`src/rtl/hsstl_phy_mac_rdata_proc_mx_if.sv`:
```
`default_nettype none
//==============================================================================
// Module      : hsstl_phy_mac_rdata_proc_mx_if
// Description : PCS-to-MAC receive bus bundle: packed per-lane PCS symbols and
//               receiver-detect inputs, PIPE rx data/status and error counters.
// Revision    : 1.0 - initial release
//==============================================================================
interface hsstl_phy_mac_rdata_proc_mx_if #(
  parameter int NUM_LANES = 1,
  parameter int SYMS      = 4,
  parameter int ERR_CNT_W = 8
);
  localparam int LW = 11 * SYMS + 3;

  logic [NUM_LANES*LW-1:0]        P_RDATA;
  logic [NUM_LANES-1:0]           rx_det_done;
  logic [NUM_LANES-1:0]           lx_rxdct_out_d;
  logic                           err_cnt_clr;
  logic [NUM_LANES*8*SYMS-1:0]    phy_mac_rxdata;
  logic [NUM_LANES*SYMS-1:0]      phy_mac_rxdatak;
  logic [NUM_LANES*3-1:0]         phy_mac_rxstatus;
  logic [NUM_LANES*ERR_CNT_W-1:0] dec_err_cnt;
  logic [NUM_LANES*ERR_CNT_W-1:0] disp_err_cnt;

  // PCS / register-file side: drives symbols and control, observes results
  modport master (
    output P_RDATA, rx_det_done, lx_rxdct_out_d, err_cnt_clr,
    input  phy_mac_rxdata, phy_mac_rxdatak, phy_mac_rxstatus,
           dec_err_cnt, disp_err_cnt
  );

  // Receive datapath side
  modport slave (
    input  P_RDATA, rx_det_done, lx_rxdct_out_d, err_cnt_clr,
    output phy_mac_rxdata, phy_mac_rxdatak, phy_mac_rxstatus,
           dec_err_cnt, disp_err_cnt
  );
endinterface
`default_nettype wire

```
`src/rtl/hsstl_phy_mac_rdata_proc_mx.sv`:
```
`default_nettype none
//==============================================================================
// Module      : hsstl_phy_mac_rdata_proc_mx
// Description : Multi-lane PCS-to-PIPE receive datapath. Unpacks symbols,
//               substitutes EDB on decode error / CTC underflow, encodes
//               RxStatus, optionally rewrites continuous-SKP-delete patterns
//               and keeps saturating per-lane decode/disparity error counters.
// Revision    : 1.0 - initial release
//==============================================================================
module hsstl_phy_mac_rdata_proc_mx #(
  parameter int NUM_LANES            = 1,
  parameter int SYMS                 = 4,
  parameter int EN_CONTI_SKP_REPLACE = 0,
  parameter int ERR_CNT_W            = 8
) (
  input  wire logic                     pclk,
  input  wire logic                     rst,
  hsstl_phy_mac_rdata_proc_mx_if.slave  bus
);

  localparam int         LW      = 11 * SYMS + 3;
  // {K, data} encodings of the ordered-set symbols handled here
  localparam logic [8:0] COM_SYM = 9'h1BC;
  localparam logic [8:0] SKP_SYM = 9'h11C;
  localparam logic [8:0] EDB_SYM = 9'h1FE;

  typedef enum logic [0:0] {
    SKP_IDLE = 1'b0,
    SKP_ARM  = 1'b1
  } skp_state_t;

  for (genvar n = 0; n < NUM_LANES; n++) begin : g_lane
    logic [10:0]          sym [SYMS];   // {K, decode_err, disp_err, data}
    logic [8:0]           val [SYMS];   // outgoing {K, data}
    logic [2:0]           st;
    logic                 any_dec;
    logic                 any_disp;
    logic                 underflow;
    logic                 fire;         // SKP rewrite applies to this beat
    logic [ERR_CNT_W:0]   dec_num;
    logic [ERR_CNT_W:0]   disp_num;
    logic [ERR_CNT_W:0]   dec_sum;
    logic [ERR_CNT_W:0]   disp_sum;
    logic [2:0]           status_d;
    logic [8*SYMS-1:0]    rxdata_d;
    logic [SYMS-1:0]      rxdatak_d;
    logic [8*SYMS-1:0]    rxdata_q;
    logic [SYMS-1:0]      rxdatak_q;
    logic [2:0]           status_q;
    logic [ERR_CNT_W-1:0] dec_cnt_q;
    logic [ERR_CNT_W-1:0] disp_cnt_q;

    assign st        = bus.P_RDATA[n*LW + LW-3 +: 3];
    assign underflow = (st[2:1] == 2'b11);

    // Split the lane slice into symbols and tally this beat's error flags
    always_comb begin
      any_dec  = 1'b0;
      any_disp = 1'b0;
      dec_num  = '0;
      disp_num = '0;
      for (int s = 0; s < SYMS; s++) begin
        sym[s]   = bus.P_RDATA[n*LW + 11*s +: 11];
        any_dec  = any_dec  | sym[s][9];
        any_disp = any_disp | sym[s][8];
        dec_num  = dec_num  + {{ERR_CNT_W{1'b0}}, sym[s][9]};
        disp_num = disp_num + {{ERR_CNT_W{1'b0}}, sym[s][8]};
      end
    end

    // RxStatus with receiver-detect highest and disparity lowest priority
    always_comb begin
      status_d = st;
      if (bus.rx_det_done[n]) begin
        status_d = {1'b0, bus.lx_rxdct_out_d[n], bus.lx_rxdct_out_d[n]};
      end else if (any_dec) begin
        status_d = 3'b100;
      end else if (st[2:1] == 2'b10) begin
        status_d = 3'b101;
      end else if (underflow) begin
        status_d = 3'b110;
      end else if (any_disp) begin
        status_d = 3'b111;
      end
    end

    // Symbol mux: the rewrite always lands on the last two symbols of the beat,
    // and EDB substitution overrides everything else
    always_comb begin
      rxdata_d  = '0;
      rxdatak_d = '0;
      for (int s = 0; s < SYMS; s++) begin
        val[s] = {sym[s][10], sym[s][7:0]};
        if (fire && (s == SYMS-2)) val[s] = COM_SYM;
        if (fire && (s == SYMS-1)) val[s] = SKP_SYM;
        if (underflow || sym[s][9]) val[s] = EDB_SYM;
        rxdata_d[8*s +: 8] = val[s][7:0];
        rxdatak_d[s]       = val[s][8];
      end
    end

    if ((EN_CONTI_SKP_REPLACE != 0) && (SYMS == 4)) begin : g_skp4
      logic clean;
      assign clean = !any_dec && !any_disp;
      assign fire  = clean && (st == 3'b011) &&
                     ({sym[0][10], sym[0][7:0]} == COM_SYM) &&
                     ({sym[1][10], sym[1][7:0]} == SKP_SYM) &&
                     ({sym[2][10], sym[2][7:0]} == SKP_SYM) &&
                     ({sym[3][10], sym[3][7:0]} == COM_SYM);
    end else if ((EN_CONTI_SKP_REPLACE != 0) && (SYMS == 2)) begin : g_skp2
      skp_state_t state_q;
      skp_state_t state_d;
      logic       clean;
      logic       pair_com_skp;
      logic       pair_skp_com;

      assign clean        = !any_dec && !any_disp;
      assign pair_com_skp = clean &&
                            ({sym[0][10], sym[0][7:0]} == COM_SYM) &&
                            ({sym[1][10], sym[1][7:0]} == SKP_SYM);
      assign pair_skp_com = clean &&
                            ({sym[0][10], sym[0][7:0]} == SKP_SYM) &&
                            ({sym[1][10], sym[1][7:0]} == COM_SYM);

      // Pattern tracker state register
      always_ff @(posedge pclk) begin
        if (rst) begin
          state_q <= SKP_IDLE;
        end else begin
          state_q <= state_d;
        end
      end

      // Cross-beat COM,SKP | SKP,COM detection
      always_comb begin
        state_d = state_q;
        fire    = 1'b0;
        case (state_q)
          SKP_IDLE: begin
            if (pair_com_skp) state_d = SKP_ARM;
          end
          SKP_ARM: begin
            if (any_dec || underflow) begin
              state_d = SKP_IDLE;
            end else if (pair_skp_com && (st == 3'b011)) begin
              fire    = 1'b1;
              state_d = SKP_IDLE;
            end else if (pair_com_skp) begin
              state_d = SKP_ARM;
            end else begin
              state_d = SKP_IDLE;
            end
          end
          default: state_d = SKP_IDLE;
        endcase
      end
    end else begin : g_skp_off
      assign fire = 1'b0;
    end

    assign dec_sum  = {1'b0, dec_cnt_q}  + dec_num;
    assign disp_sum = {1'b0, disp_cnt_q} + disp_num;

    // Output registers and saturating error counters
    always_ff @(posedge pclk) begin
      if (rst) begin
        rxdata_q   <= '0;
        rxdatak_q  <= '0;
        status_q   <= '0;
        dec_cnt_q  <= '0;
        disp_cnt_q <= '0;
      end else begin
        rxdata_q  <= rxdata_d;
        rxdatak_q <= rxdatak_d;
        status_q  <= status_d;
        if (bus.err_cnt_clr) begin
          dec_cnt_q  <= '0;
          disp_cnt_q <= '0;
        end else begin
          dec_cnt_q  <= dec_sum[ERR_CNT_W]  ? '1 : dec_sum[ERR_CNT_W-1:0];
          disp_cnt_q <= disp_sum[ERR_CNT_W] ? '1 : disp_sum[ERR_CNT_W-1:0];
        end
      end
    end

    assign bus.phy_mac_rxdata[n*8*SYMS +: 8*SYMS]       = rxdata_q;
    assign bus.phy_mac_rxdatak[n*SYMS +: SYMS]          = rxdatak_q;
    assign bus.phy_mac_rxstatus[n*3 +: 3]               = status_q;
    assign bus.dec_err_cnt[n*ERR_CNT_W +: ERR_CNT_W]    = dec_cnt_q;
    assign bus.disp_err_cnt[n*ERR_CNT_W +: ERR_CNT_W]   = disp_cnt_q;
  end

endmodule
`default_nettype wire

```
`src/flat_wrapper.sv`:
```
// flat-port wrapper written by rule: the top's interface ports become plain ports
module hsstl_phy_mac_rdata_proc_mx_flat 
#(
  parameter int NUM_LANES            = 1,
  parameter int SYMS                 = 4,
  parameter int EN_CONTI_SKP_REPLACE = 0,
  parameter int ERR_CNT_W            = 8
)
  (pclk, rst, bus_P_RDATA, bus_rx_det_done, bus_lx_rxdct_out_d, bus_err_cnt_clr, bus_phy_mac_rxdata, bus_phy_mac_rxdatak, bus_phy_mac_rxstatus, bus_dec_err_cnt, bus_disp_err_cnt);
  hsstl_phy_mac_rdata_proc_mx_if #(.NUM_LANES(NUM_LANES), .SYMS(SYMS), .ERR_CNT_W(ERR_CNT_W)) bus_i ();
  input  wire logic pclk;
  input  wire logic rst;
  input wire logic [$bits(bus_i.P_RDATA)-1:0] bus_P_RDATA;
  input wire logic [$bits(bus_i.rx_det_done)-1:0] bus_rx_det_done;
  input wire logic [$bits(bus_i.lx_rxdct_out_d)-1:0] bus_lx_rxdct_out_d;
  input wire logic [$bits(bus_i.err_cnt_clr)-1:0] bus_err_cnt_clr;
  output wire logic [$bits(bus_i.phy_mac_rxdata)-1:0] bus_phy_mac_rxdata;
  output wire logic [$bits(bus_i.phy_mac_rxdatak)-1:0] bus_phy_mac_rxdatak;
  output wire logic [$bits(bus_i.phy_mac_rxstatus)-1:0] bus_phy_mac_rxstatus;
  output wire logic [$bits(bus_i.dec_err_cnt)-1:0] bus_dec_err_cnt;
  output wire logic [$bits(bus_i.disp_err_cnt)-1:0] bus_disp_err_cnt;
  assign bus_i.P_RDATA = bus_P_RDATA;
  assign bus_i.rx_det_done = bus_rx_det_done;
  assign bus_i.lx_rxdct_out_d = bus_lx_rxdct_out_d;
  assign bus_i.err_cnt_clr = bus_err_cnt_clr;
  assign bus_phy_mac_rxdata = bus_i.phy_mac_rxdata;
  assign bus_phy_mac_rxdatak = bus_i.phy_mac_rxdatak;
  assign bus_phy_mac_rxstatus = bus_i.phy_mac_rxstatus;
  assign bus_dec_err_cnt = bus_i.dec_err_cnt;
  assign bus_disp_err_cnt = bus_i.disp_err_cnt;
  hsstl_phy_mac_rdata_proc_mx #(.NUM_LANES(NUM_LANES), .SYMS(SYMS), .EN_CONTI_SKP_REPLACE(EN_CONTI_SKP_REPLACE), .ERR_CNT_W(ERR_CNT_W)) u_core (.pclk(pclk), .rst(rst), .bus(bus_i));
endmodule
```
`config.mk`:
```
export PLATFORM = sky130hd
export DESIGN_NAME = hsstl_phy_mac_rdata_proc_mx_flat
export DESIGN_NICKNAME = d
export VERILOG_FILES = /design/src/rtl/hsstl_phy_mac_rdata_proc_mx_if.sv /design/src/rtl/hsstl_phy_mac_rdata_proc_mx.sv /design/src/flat_wrapper.sv
export SDC_FILE = /design/constraint.sdc
export NUM_CORES = 1
export LEC_CHECK = 0
export CAP_MARGIN = 20
export CORE_ASPECT_RATIO = 1.1
export CORE_MARGIN = 2
export CORE_UTILIZATION = 43
export CTS_CLUSTER_DIAMETER = 100
export CTS_CLUSTER_SIZE = 16
export DETAILED_ROUTE_END_ITERATION = 10
export PLACE_DENSITY_LB_ADDON = 0.3
export SLEW_MARGIN = 40
export SYNTH_ARGS = -nofsm -noshare
export SYNTH_HDL_FRONTEND = slang
export SYNTH_SLANG_ARGS = --single-unit
```
`constraint.sdc`:
```
create_clock -name pclk -period 3.7 [get_ports pclk]
set_clock_uncertainty 0.2 [all_clocks]
set_input_delay 0.37 -clock pclk [delete_from_list [all_inputs] [get_ports pclk]]
set_output_delay 0.37 -clock pclk [all_outputs]
set_load 0.05 [all_outputs]
```
# After elaboration in Yosys (flattened, before gate mapping)
# Cells that the tools add are included.
[totals]
regBits = 55
word_cells = 47
in_bits = 52
out_inout_bits = 55
[classes]
bitwise_logic = 6
add_sub_neg = 8
eq_ne = 2
mux = 11
n_reduce_logical = 10
[op_table]
columns = ["operator", "n"]
rows = [
  ["adder 9 x 1 -> 9 bit", 4],
  ["2-to-1 mux 9 bit", 4],
  ["adder 8 x 9 -> 9 bit", 2],
  ["2-to-1 mux 8 bit", 2],
  ["2-to-1 mux 3 bit", 4],
  ["OR reduction 2 bit", 6],
  ["OR 1 bit", 6],
  ["adder 1 x 1 -> 2 bit", 2],
  ["equality test 2 bit (second input constant)", 2],
  ["logical OR 1 bit", 4],
  ["2-to-1 mux 2 bit", 1],
]

# Longest topological paths before layout
# Gate-level depths: netlist of the first run.
[logic_depth]
word_depth = 8
depth_mapped = 11
ltp_nobuf = 11

# Least setup slack after synthesis of the first run
# OpenSTA, ideal clock, no wires.
[synth_path]
kind = "flip-flop to flip-flop"
from = "reg u_core.g_lane[0].dec_cnt_q[0] (netlist: u_core.bus.dec_err_cnt[0])"
to = "reg u_core.g_lane[0].dec_cnt_q[0] (netlist: u_core.bus.dec_err_cnt[0])"
required_time_ns = 3.379
arrival_time_ns = 2.409
period_less_slack_ns = 2.730
slack_ns = 0.970
n_path_buf = 0
path_stages_with_launch = 10
cell_sequence = "dfxtp_1 > inv_1 > fa_1 > inv_1 > ha_1 > fa_1 > a21oi_1 > nor2b_1 > nand3_1 > a21oi_1"
[synth_via]
elab_chain_cells = 2
[synth_rtl]
columns = ["element", "line_no", "rtl"]
rows = [
  ["from (decl)", "hsstl_phy_mac_rdata_proc_mx.sv:50", "logic [ERR_CNT_W-1:0] dec_cnt_q;"],
  ["from (signal assigned)", "hsstl_phy_mac_rdata_proc_mx.sv:180", "dec_cnt_q <= dec_sum[ERR_CNT_W] ? '1 : dec_sum[ERR_CNT_W-1:0];"],
  ["adder 8 x 9 -> 9 bit", "hsstl_phy_mac_rdata_proc_mx.sv:161", "assign dec_sum = {1'b0, dec_cnt_q} + dec_num;"],
  ["2-to-1 mux 8 bit", "hsstl_phy_mac_rdata_proc_mx.sv:180", ""],
]
# No other way between the ends.
# A chain may end at the register's enable or synchronous reset.

# Worst setup path after layout of the first run
[layout_path]
from = "in bus_P_RDATA[9]"
to = "reg u_core.g_lane[0].dec_cnt_q[1] (netlist: u_core.bus.dec_err_cnt[1])"
[layout_via]
elab_chain_cells = 5
[layout_rtl]
columns = ["element", "line_no", "rtl"]
rows = [
  ["from (decl)", "flat_wrapper.sv:13", "input wire logic [$bits(bus_i.P_RDATA)-1:0] bus_P_RDATA;"],
  ["adder 1 x 1 -> 2 bit", "hsstl_phy_mac_rdata_proc_mx.sv:66", "dec_num = dec_num + {{ERR_CNT_W{1'b0}}, sym[s][9]};"],
  ["adder 9 x 1 -> 9 bit (2 in a row)", "hsstl_phy_mac_rdata_proc_mx.sv:66", ""],
  ["adder 8 x 9 -> 9 bit", "hsstl_phy_mac_rdata_proc_mx.sv:161", ""],
  ["2-to-1 mux 8 bit", "hsstl_phy_mac_rdata_proc_mx.sv:180", ""],
]
# No other way between the ends.

==> metrics, run 1 <==
Netlist cell types=29; remaining antenna violation count=0; Post-Place Setup Slack=between 0.3 and 0.4 ns; CP max stage cell=clkdlybuf4s50_1; Bufs on Longest Clock Path=2; max-slew violation count=0; PD cells=around 430 mW/mm²; Port Buf Inserts=106; Clock Tree Root=clkbuf_8; met1 Resource Use GR=~23%; final hold vios=0; post-synthesis cell count=239; clock latency on the worst-skew pair=0.31 ns; H-Tree Depth=2; ys async rst share=0%; Max VDD drop=between 0.2 and 0.3 mV; Combinational Power Share=a little over a quarter; Core Footprint=between 0.004 and 0.005 mm²; setup violators final=0; Starting Density=a little under half; flops & latches, synth=55; Post-Route WL=~5 mm; Sink Count=55; all-layer global routing usage=between 10% and 20%; CP Class=in2reg; layout cell share with drive strength beyond 1=3.75%; Clk network pwr share=between 20% and 30%; Finished Layout Cells=roughly 400; Initial DRC Count=85; worst path cell trace=clkdlybuf4s50_1, inv_1, ha_1, inv_1, fa_1, inv_1, ha_1, fa_1, a21oi_1, nor2b_1, nand3_1, a21oi_1; register area share after synthesis=51.7%; Top Usage Layer GRT=met2; warnings from Yosys=0; leading cell type in the layout, fill and taps excluded=clkdlybuf4s50_1; slowest stage delay, CP=between 0.4 and 0.5 ns; post-CTS setup buffer count=0; setup TNS=0 ns; Worst Path Arrival=around 3.0 ns; initial antenna violation count=0; hold buffers post-CTS=0; GR Util met3=roughly 5.2%; final weighted congestion in routability-driven placement=0.762; Int Power=approximately 1 mW; Max transition margin=about 62%; Vias/cell=approximately 4.7; Sw Share=around 30%; DPL Wire Length=between 3 and 4 mm; wire per inst=12.6 µm; P_sw=about 430 µW; Clock Pin Slew Worst Setup and Hold Paths=0.10 ns; CP Max Fanout=5; Critical Path RT=around 3.7 ns; Main synth FF type=dfxtp_1; Post-synth EDFFs=0; met2 usage in global routing=roughly a third; Netlist Area Pre-Place=0.00213 mm²; Tmin final=roughly 3.0 ns; CP dominant cell by count=inv_1; antenna cells=0; vias in the first global route=1,814; nature of the critical path startpoint=input pin; worst-margin pin slew=~0.57 ns; cts bufs inserted=5; Remaining Overflow, GRT=0; row count=26; CTS tree=built; worst setup margin=0.681 ns; Fmax=~330 MHz; RSZ-0062 raised after global routing=false; net count after synthesis=slightly above 300; DIE WIDTH=roughly 71 µm; # fillers=between 300 and 400; Detailed Routing Iterations Pass 1=4; Placed Cells incl. Taps=395; Worst Hold Class=reg2reg; most frequent cells in the layout=clkdlybuf4s50_1, nor2_1, dfxtp_1, inv_1, a21oi_1; global-route wire length before repair=~8.4 mm; status=completed; Power, Total=between 1 and 1.5 mW; via count=about 1,900; Final nets=between 400 and 500; die footprint=about 0.0055 mm²; I/O Pins=107; post-cts resize count=0; leakage=between 1 and 1.5 nW; Flop pwr share=44.6%; drt drc=0; P&R area growth vs syn=57.8%; pin count of the biggest net entering global routing=39; final core utilization=between 70% and 80%; critical path endpoint category=flop; max_cap viols=0; Syn Area/Cell=8.91 µm²; die height=approximately 78 µm; crit share post-route=around four fifths
cell usage after synthesis (3+ instances only):
library cell | count | area, µm²
buf_2 | 3 | 15.0
and3_1 | 3 | 18.8
fa_1 | 4 | 80.1
nor2b_1 | 4 | 25.0
nor2_1 | 73 | 274
ha_1 | 12 | 150
a211oi_1 | 3 | 22.5
nand3_1 | 4 | 20.0
nand2_1 | 8 | 30.0
a21oi_1 | 18 | 90.1
nor3_1 | 3 | 15.0
nor3b_1 | 6 | 45.0
xnor2_1 | 6 | 52.6
dfxtp_1 | 55 | 1100
inv_1 | 19 | 71.3
worst paths after layout:
path / to / slack, ns / from / cells past startpoint
setup / recovery: u_core.bus.dec_err_cnt[1] / 0.68 / bus_P_RDATA[9] / 12
hold / removal: u_core.bus.dec_err_cnt[6] / 0.35 / u_core.bus.dec_err_cnt[6] / 2
setup reg to reg: u_core.bus.dec_err_cnt[1] / 1.14 / u_core.bus.dec_err_cnt[0] / 9
hold reg to reg: u_core.bus.dec_err_cnt[6] / 0.35 / u_core.bus.dec_err_cnt[6] / 2
metal layers:
metal | share of wire [%] | up-vias
met5 | 0 | -
met4 | 1.8 | 0
met3 | 7.1 | 8
met2 | 49 | 72
met1 | 42 | 836
li1 | - | 973
area by class of cell:
cell class	count	area, µm²	share of cell area (%)
sequential	55	1100	32.8
timing repair buffer	107	1070	31.8
multi-input combinational	158	927	27.6
clock buffer	6	82.6	2.46
inverter	19	71.3	2.12
tap	56	70.1	2.09
clock inverter	2	38.8	1.15
registers in the layout, indices dropped and copies added (netlist names):
name / cells
u_core.bus.phy_mac_rxdata: 32
u_core.bus.dec_err_cnt: 8
u_core.bus.disp_err_cnt: 8
u_core.bus.phy_mac_rxdatak: 4
u_core.bus.phy_mac_rxstatus: 3
worst max-delay path, delay by kind of cell:
kind,cells,cell delay (ns)
adder cells (fa/ha/maj),4,1.36
AND/OR/NAND/NOR,2,0.30
AO/OA/AOI/OAI,2,0.32
buffers and inverters,4,0.63
through the flow:
stage               area [µm²]  hold slack, ns
floorplan                 2130           0.291
global placement          3240           0.330
detailed placement        3240           0.329
CTS                       3360           0.348
global route              3360           0.381
finish                    3360           0.345
kinds of logic after synthesis:
group	after synthesis	synth area share [%]
DFF	55	51.7
xor gates and xnor gates	6	2.47
and+or+nand+nor	108	22.7
buffers and inverters	26	4.76
adders and majority gates	16	10.8
AOI/OAI and AO/OA	28	7.58
power groups by stage:
stage               Combinational, mW  Clock (mW)  Sequential [mW]
floorplan                       0.101           0            0.778
global placement                0.370           0            0.652
detailed placement              0.376           0            0.653
CTS                             0.378       0.426            0.639
global route                    0.401       0.453            0.642
finish                          0.373       0.419            0.639
(Power assumes the default switching activity.)
==> run 2, diff against run 1 <==
--- a/config.mk
+++ b/config.mk
@@ -8,7 +8,7 @@
 export CAP_MARGIN = 20
 export CORE_ASPECT_RATIO = 1.1
 export CORE_MARGIN = 2
-export CORE_UTILIZATION = 43
+export CORE_UTILIZATION = 36
 export CTS_CLUSTER_DIAMETER = 100
 export CTS_CLUSTER_SIZE = 16
 export DETAILED_ROUTE_END_ITERATION = 10
==> constraint.sdc (replaced) <==
create_clock -name pclk -period 2.6 [get_ports pclk]
set_clock_uncertainty 0.2 [all_clocks]
set_input_delay 0.26 -clock pclk [delete_from_list [all_inputs] [get_ports pclk]]
set_output_delay 0.26 -clock pclk [all_outputs]
set_load 0.05 [all_outputs]
==> metrics, run 2 (synthesis gave the netlist of run 1 again) <==
CP dominant cell by count=inv_1 (unchanged); via count=1,938 (was 1,889); setup TNS=0 ns (unchanged); P&R area growth vs syn=64.2% (was 57.8%); global-route wire length before repair=8.73 mm (was 8.40 mm); final core utilization=61.0% (was 71.2%); Int Power=1.33 mW (was 1.00 mW); wire per inst=12.2 µm (was 12.6 µm); multi-input logic area=983 µm² (was 927 µm²); initial antenna violation count=0 (unchanged); Final nets=426 (was 414); Vias/cell=4.44 (was 4.69); Met2 Wirelength=2.61 mm (was 2.47 mm); Combinational Power Share=29.7% (was 26.1%); max FFs per register=32 (unchanged); FF/Latch Area=0.00110 mm² (about the same); clock latency on the worst-skew pair=0.30 ns (was 0.31 ns); leading cell type in the layout, fill and taps excluded=clkdlybuf4s50_1 (unchanged); Worst Hold Class=in2reg (was reg2reg); Remaining Overflow, GRT=0 (unchanged); layout cell share with drive strength beyond 1=10.6% (was 3.75%); WL met3=324 µm (was 363 µm); remaining antenna violation count=0 (unchanged); Sink Count=55 (unchanged); CP Max Fanout=6 (was 5); Critical Path RT=2.57 ns (was 3.68 ns); die footprint=0.00655 mm² (was 0.00553 mm²); Post-Place Setup Slack=-0.571 ns (was 0.338 ns); Flop pwr share=46.5% (was 44.6%); worst-margin pin slew=0.571 ns (was 0.569 ns); Clock Tree Root=clkbuf_8 (unchanged); CTS tree=built (unchanged); all-layer global routing usage=16.7% (was 19.2%); RSZ-0062 raised after global routing=false (unchanged); Initial DRC Count=41 (was 85); CP max stage cell=fa_1 (was clkdlybuf4s50_1); PD cells=559 mW/mm² (was 426 mW/mm²); drt drc=0 (unchanged); DIE WIDTH=77.3 µm (was 71.1 µm); Clock Pin Slew Worst Setup and Hold Paths=0.10 ns (about the same); # fillers=557 (was 370); Max transition margin=62.0% (was 62.1%); Max VDD drop=0.262 mV (was 0.269 mV); slowest stage delay, CP=0.51 ns (was 0.48 ns); Metal-1 WL=2.32 mm (was 2.15 mm); worst path cell trace=dlygate4sd2_1, inv_1, ha_1, inv_1, fa_1, inv_2, ha_4, fa_2, a21o_4, nor2_1, and3_1, nor3_1 (was clkdlybuf4s50_1, inv_1, ha_1, inv_1, fa_1, inv_1, ha_1, fa_1, a21oi_1, nor2b_1, nand3_1, a21oi_1); Starting Density=37.1% (was 45.1%); Worst Path Arrival=2.45 ns (was 3.00 ns); Bufs on Longest Clock Path=2 (unchanged); Detailed Routing Iterations Pass 1=4 (unchanged); Port Buf Inserts=106 (unchanged); nature of the critical path startpoint=input pin (unchanged); critical path endpoint category=flop (unchanged); setup violators final=0 (unchanged); antenna cells=0 (unchanged); pin count of the biggest net entering global routing=39 (unchanged); final weighted congestion in routability-driven placement=0.771 (was 0.762); top routing layer used=met4 (unchanged); leakage=1.45 nW (was 1.40 nW); row count=29 (was 26); Power, Total=1.95 mW (was 1.43 mW); Core Footprint=0.00573 mm² (was 0.00472 mm²); Sw Share=31.8% (was 30.0%); Tmin final=2.48 ns; Clk network pwr share=23.8% (was 29.3%); status=completed (unchanged); Post-Route WL=5.30 mm (was 5.08 mm); I/O Pins=107 (unchanged); DPL Wire Length=4.06 mm (was 3.90 mm); crit share post-route=a little over nine tenths; Fmax=403 MHz; H-Tree Depth=2 (unchanged); die height=84.7 µm (was 77.8 µm); final hold vios=0 (unchanged); max_cap viols=0 (unchanged); cts bufs inserted=5 (unchanged); max-slew violation count=0 (unchanged); P_sw=620 µW (was 429 µW); vias in the first global route=1,866 (was 1,814); most frequent cells in the layout=clkdlybuf4s50_1, nor2_1, dfxtp_1, inv_1, a21oi_1 (unchanged); worst setup margin=0.118 ns (was 0.681 ns); CP Class=in2reg (unchanged)
==> run 2: power by group through the flow <==
stage	Sequential, mW	Combinational (mW)	Clock [mW]
after global placement	0.928	0.552	0
after global routing	0.916	0.626	0.522
after detailed placement	0.929	0.562	0
after CTS	0.910	0.588	0.486
after floorplan	1.11	0.144	0
final	0.909	0.579	0.465
==> run 2: timing repair <==
| item | CTS | global route |
|---|---|---|
| pin swaps | 9 | 3 |
| setup endpoints to repair | 16 | 2 |
| hold buffers | 0 | 0 |
| hold endpoints to repair | 0 | 0 |
| buffers inserted | 1 | 0 |
| resized for setup | 16 | 1 |
==> run 2: worst paths after layout <==
| kind | start | to | slack, ns | cells after the start |
|---|---|---|---|---|
| max reg2reg | u_core.bus.dec_err_cnt[0] | u_core.bus.dec_err_cnt[6] | 0.23 | 10 |
| min | bus_P_RDATA[22] | u_core.bus.phy_mac_rxdata[16] | 0.32 | 2 |
| max | bus_P_RDATA[8] | u_core.bus.disp_err_cnt[7] | 0.12 | 12 |
| min reg2reg | u_core.bus.disp_err_cnt[6] | u_core.bus.disp_err_cnt[6] | 0.36 | 2 |
==> run 2: stage by stage <==
stage          cell area, µm²  hold WS, ns  cells
2_1_floorplan            2130        0.181    239
3_3_place_gp             3350        0.329    427
3_5_place_dp             3350        0.340    427
4_1_cts                  3490        0.304    436
5_1_grt                  3500        0.308    436
6_report                 3500        0.317    436
==> run 2: cell type report <==
class | count | share of cell area (%)
Multi-Input combinational cell | 158 | 28.1
Sequential cell | 55 | 31.6
Clock buffer | 5 | 1.97
Inverter | 19 | 2.04
Clock inverter | 3 | 0.537
Timing Repair Buffer | 119 | 33.0
Tap cell | 77 | 2.76
==> run 2: metal layers <==
metal	global-route usage, %	vias up
met5	0	-
met2	28.6	67
li1	-	1003
met4	5.36	0
met3	4.09	4
met1	20.5	864
==> run 2: critical path: cells and delay by family <==
kind                     cells  cell delay, ns
AND/OR/NAND/NOR              3            0.31
adder cells (fa/ha/maj)      4            1.29
AO/OA/AOI/OAI                1            0.23
buffers and inverters        4            0.37
==> run 3, diff against run 2 <==
--- a/config.mk
+++ b/config.mk
@@ -5,10 +5,11 @@
 export SDC_FILE = /design/constraint.sdc
 export NUM_CORES = 1
 export LEC_CHECK = 0
+export ABC_CLOCK_PERIOD_IN_PS = 2300
 export CAP_MARGIN = 20
 export CORE_ASPECT_RATIO = 1.1
 export CORE_MARGIN = 2
-export CORE_UTILIZATION = 36
+export CORE_UTILIZATION = 40
 export CTS_CLUSTER_DIAMETER = 100
 export CTS_CLUSTER_SIZE = 16
 export DETAILED_ROUTE_END_ITERATION = 10
==> constraint.sdc (replaced) <==
create_clock -name pclk -period 2.3 [get_ports pclk]
set_clock_uncertainty 0.2 [all_clocks]
set_input_delay 0.23 -clock pclk [delete_from_list [all_inputs] [get_ports pclk]]
set_output_delay 0.23 -clock pclk [all_outputs]
set_load 0.05 [all_outputs]
==> metrics, run 3 (synthesis gave the netlist of run 1 again) <==
status=finished, violations left (was completed); failing checks=negative setup slack; I/O Pins=107 (unchanged); Power, Total=2.25 mW (was 1.95 mW); P&R area growth vs syn=67.4% (was 64.2%); final hold vios=0 (unchanged); Critical Path RT=2.27 ns (was 2.57 ns); Core Footprint=0.00507 mm² (was 0.00573 mm²); DP Area=0.00341 mm² (was 0.00335 mm²); Clock Tree Root=clkbuf_8 (unchanged); max-slew violation count=0 (unchanged); Placed Cells incl. Taps=409 (was 427); pin count of the biggest net entering global routing=39 (unchanged); row count=27 (was 29); initial antenna violation count=0 (unchanged); Remaining Overflow, GRT=0 (unchanged); Tmin final=2.34 ns; Vias/cell=4.72 (was 4.44); Starting Density=42.0% (was 37.1%); worst path cell trace=buf_4, inv_6, ha_4, inv_2, fa_1, inv_1, ha_2, fa_2, a21oi_2, buf_4, nor3b_4, nor2_1, a211oi_1 (was dlygate4sd2_1, inv_1, ha_1, inv_1, fa_1, inv_2, ha_4, fa_2, a21o_4, nor2_1, and3_1, nor3_1); CP Max Fanout=2 (was 6); setup TNS=-0.0733 ns (was 0 ns); clock latency on the worst-skew pair=0.30 ns (about the same); cts bufs inserted=5 (unchanged); setup violators final=3 (was 0); Design Area, Final=0.00356 mm² (was 0.00350 mm²); all-layer global routing usage=18.3% (was 16.7%); via count=1,979 (was 1,938); leading cell type in the layout, fill and taps excluded=clkdlybuf4s50_1 (unchanged); antenna cells=0 (unchanged); R2R depth=10 (unchanged); Bufs on Longest Clock Path=2 (unchanged); wire per inst=13.2 µm (was 12.2 µm); max FFs per register=32 (unchanged); CTS tree=built (unchanged); critical path endpoint category=flop (unchanged); Initial DRC Count=62 (was 41); drt drc=0 (unchanged); Worst Hold Class=in2reg (unchanged); Top Usage Layer GRT=met2 (unchanged); most frequent cells in the layout=clkdlybuf4s50_1, nor2_1, dfxtp_1, a21oi_1, buf_4 (was clkdlybuf4s50_1, nor2_1, dfxtp_1, inv_1, a21oi_1); worst-margin pin slew=0.564 ns (was 0.571 ns); R2R Path End=u_core.bus.dec_err_cnt[6] (unchanged); Detailed Routing Iterations Pass 1=4 (unchanged); WP depth=13 (was 12); Fmax=~430 MHz; Max VDD drop=0.313 mV (was 0.262 mV); CP dominant cell by count=buf_4 (was inv_1); WP buf/inv=5 (was 4); Finished Layout Cells=419 (was 436); nature of the critical path startpoint=input pin (unchanged); worst setup margin=-0.0431 ns (was 0.118 ns); GR Util met3=4.14% (was 4.09%); CP max stage cell=fa_1 (unchanged); H-Tree Depth=2 (unchanged); die height=80.5 µm (was 84.7 µm); DIE WIDTH=73.6 µm (was 77.3 µm); worst flop-to-flop path startpoint=u_core.bus.dec_err_cnt[0] (unchanged); CP Class=in2reg (unchanged); remaining antenna violation count=0 (unchanged); Top Family by Delay on Critical Path=adder cells (unchanged); Max transition margin=62.4% (was 62.0%); leakage=1.48 nW (was 1.45 nW); Final nets=428 (was 426); Port Buf Inserts=106 (unchanged); met1 Resource Use GR=20.3% (was 20.5%); WHS=0.235 ns (was 0.317 ns); Worst Path Arrival=2.32 ns (was 2.45 ns); layout cell share with drive strength beyond 1=15.2% (was 10.6%); Post-Route WL=5.53 mm (was 5.30 mm); PD cells=631 mW/mm² (was 559 mW/mm²); vias in the first global route=1,866 (unchanged); crit share post-route=102%; slowest stage delay, CP=0.53 ns (was 0.51 ns); max_cap viols=0 (unchanged); final weighted congestion in routability-driven placement=0.796 (was 0.771); worst setup path start=bus_P_RDATA[20] (was bus_P_RDATA[8]); Clock Pin Slew Worst Setup and Hold Paths=0.10 ns (about the same); RSZ-0062 raised after global routing=true (was false); DPL Wire Length=4.21 mm (was 4.06 mm); Sink Count=55 (unchanged); Post-Place Setup Slack=-0.906 ns (was -0.571 ns); worst setup path end=u_core.bus.dec_err_cnt[6] (was u_core.bus.disp_err_cnt[7]); met2 usage in global routing=33.7% (was 28.6%); final core utilization=70.3% (was 61.0%); die footprint=0.00592 mm² (was 0.00655 mm²); global-route wire length before repair=8.34 mm (was 8.73 mm); hold path startpoint=bus_P_RDATA[9] (was bus_P_RDATA[22]); R2R Setup Slk=-0.04 ns (was 0.23 ns)
[run 3: cell count changes in the layout (fill, tap and decap cells not counted), sizes merged]
| cell | before | now |
|---|---|---|
| dlygate4sd2 | 4 | 2 |
| clkbuf | 5 | 7 |
| inv | 20 | 19 |
| clkdlybuf4s50 | 102 | 100 |
| buf | 13 | 19 |
| clkinv | 2 | 1 |
[run 3: worst min path at each step]
| stage | slack, ns | cells past startpoint | end |
|---|---|---|---|
| floorplan | 0.15 | 2 | u_core.bus.phy_mac_rxdata[10] |
| global placement | 0.32 | 2 | u_core.bus.dec_err_cnt[6] |
| detailed placement | 0.35 | 2 | u_core.bus.dec_err_cnt[6] |
| CTS | 0.24 | 4 | u_core.bus.phy_mac_rxstatus[1] |
| global route | 0.26 | 6 | u_core.bus.phy_mac_rxstatus[1] |
| finish | 0.23 | 4 | u_core.bus.phy_mac_rxdata[0] |
[run 3: repair_timing]
item,4_1_cts,5_1_grt
pin swaps,6,13
setup buffers,1,1
gates resized for setup,26,10
hold buffers,0,0
endpoints found under the setup margin,16,16
[run 3: cell type report]
cell class | count | area (µm²)
Clock inverter | 1 | 8.76
Clock buffer | 7 | 86.3
Fill cell | 419 | 1500
Sequential cell | 55 | 1110
Multi-Input combinational cell | 158 | 1010
Inverter | 19 | 101
Timing Repair Buffer | 121 | 1170
Tap cell | 58 | 72.6
[run 3: worst register-to-register path, stage by stage (launching register included)]
cell      delay [ns]
dfxtp_4         0.35
inv_2           0.03
fa_1            0.50
inv_1           0.04
ha_2            0.19
fa_2            0.37
a21oi_2         0.18
buf_4           0.15
nor3b_4         0.04
nor2_1          0.11
a211oi_1        0.05
[run 3: report_power, final]
part / switching (mW) / total, mW / internal [mW]
clock network: 0.302 / 0.549 / 0.247
registers: 0.0186 / 1.03 / 1.01
logic: 0.381 / 0.672 / 0.291
total: 0.702 / 2.25 / 1.55
[run 3: routing by layer]
layer | up-vias | share of wire [%]
li1 | 1002 | -
met1 | 903 | 41
met4 | 0 | 1.2
met2 | 68 | 52
met3 | 6 | 6.6
met5 | - | 0
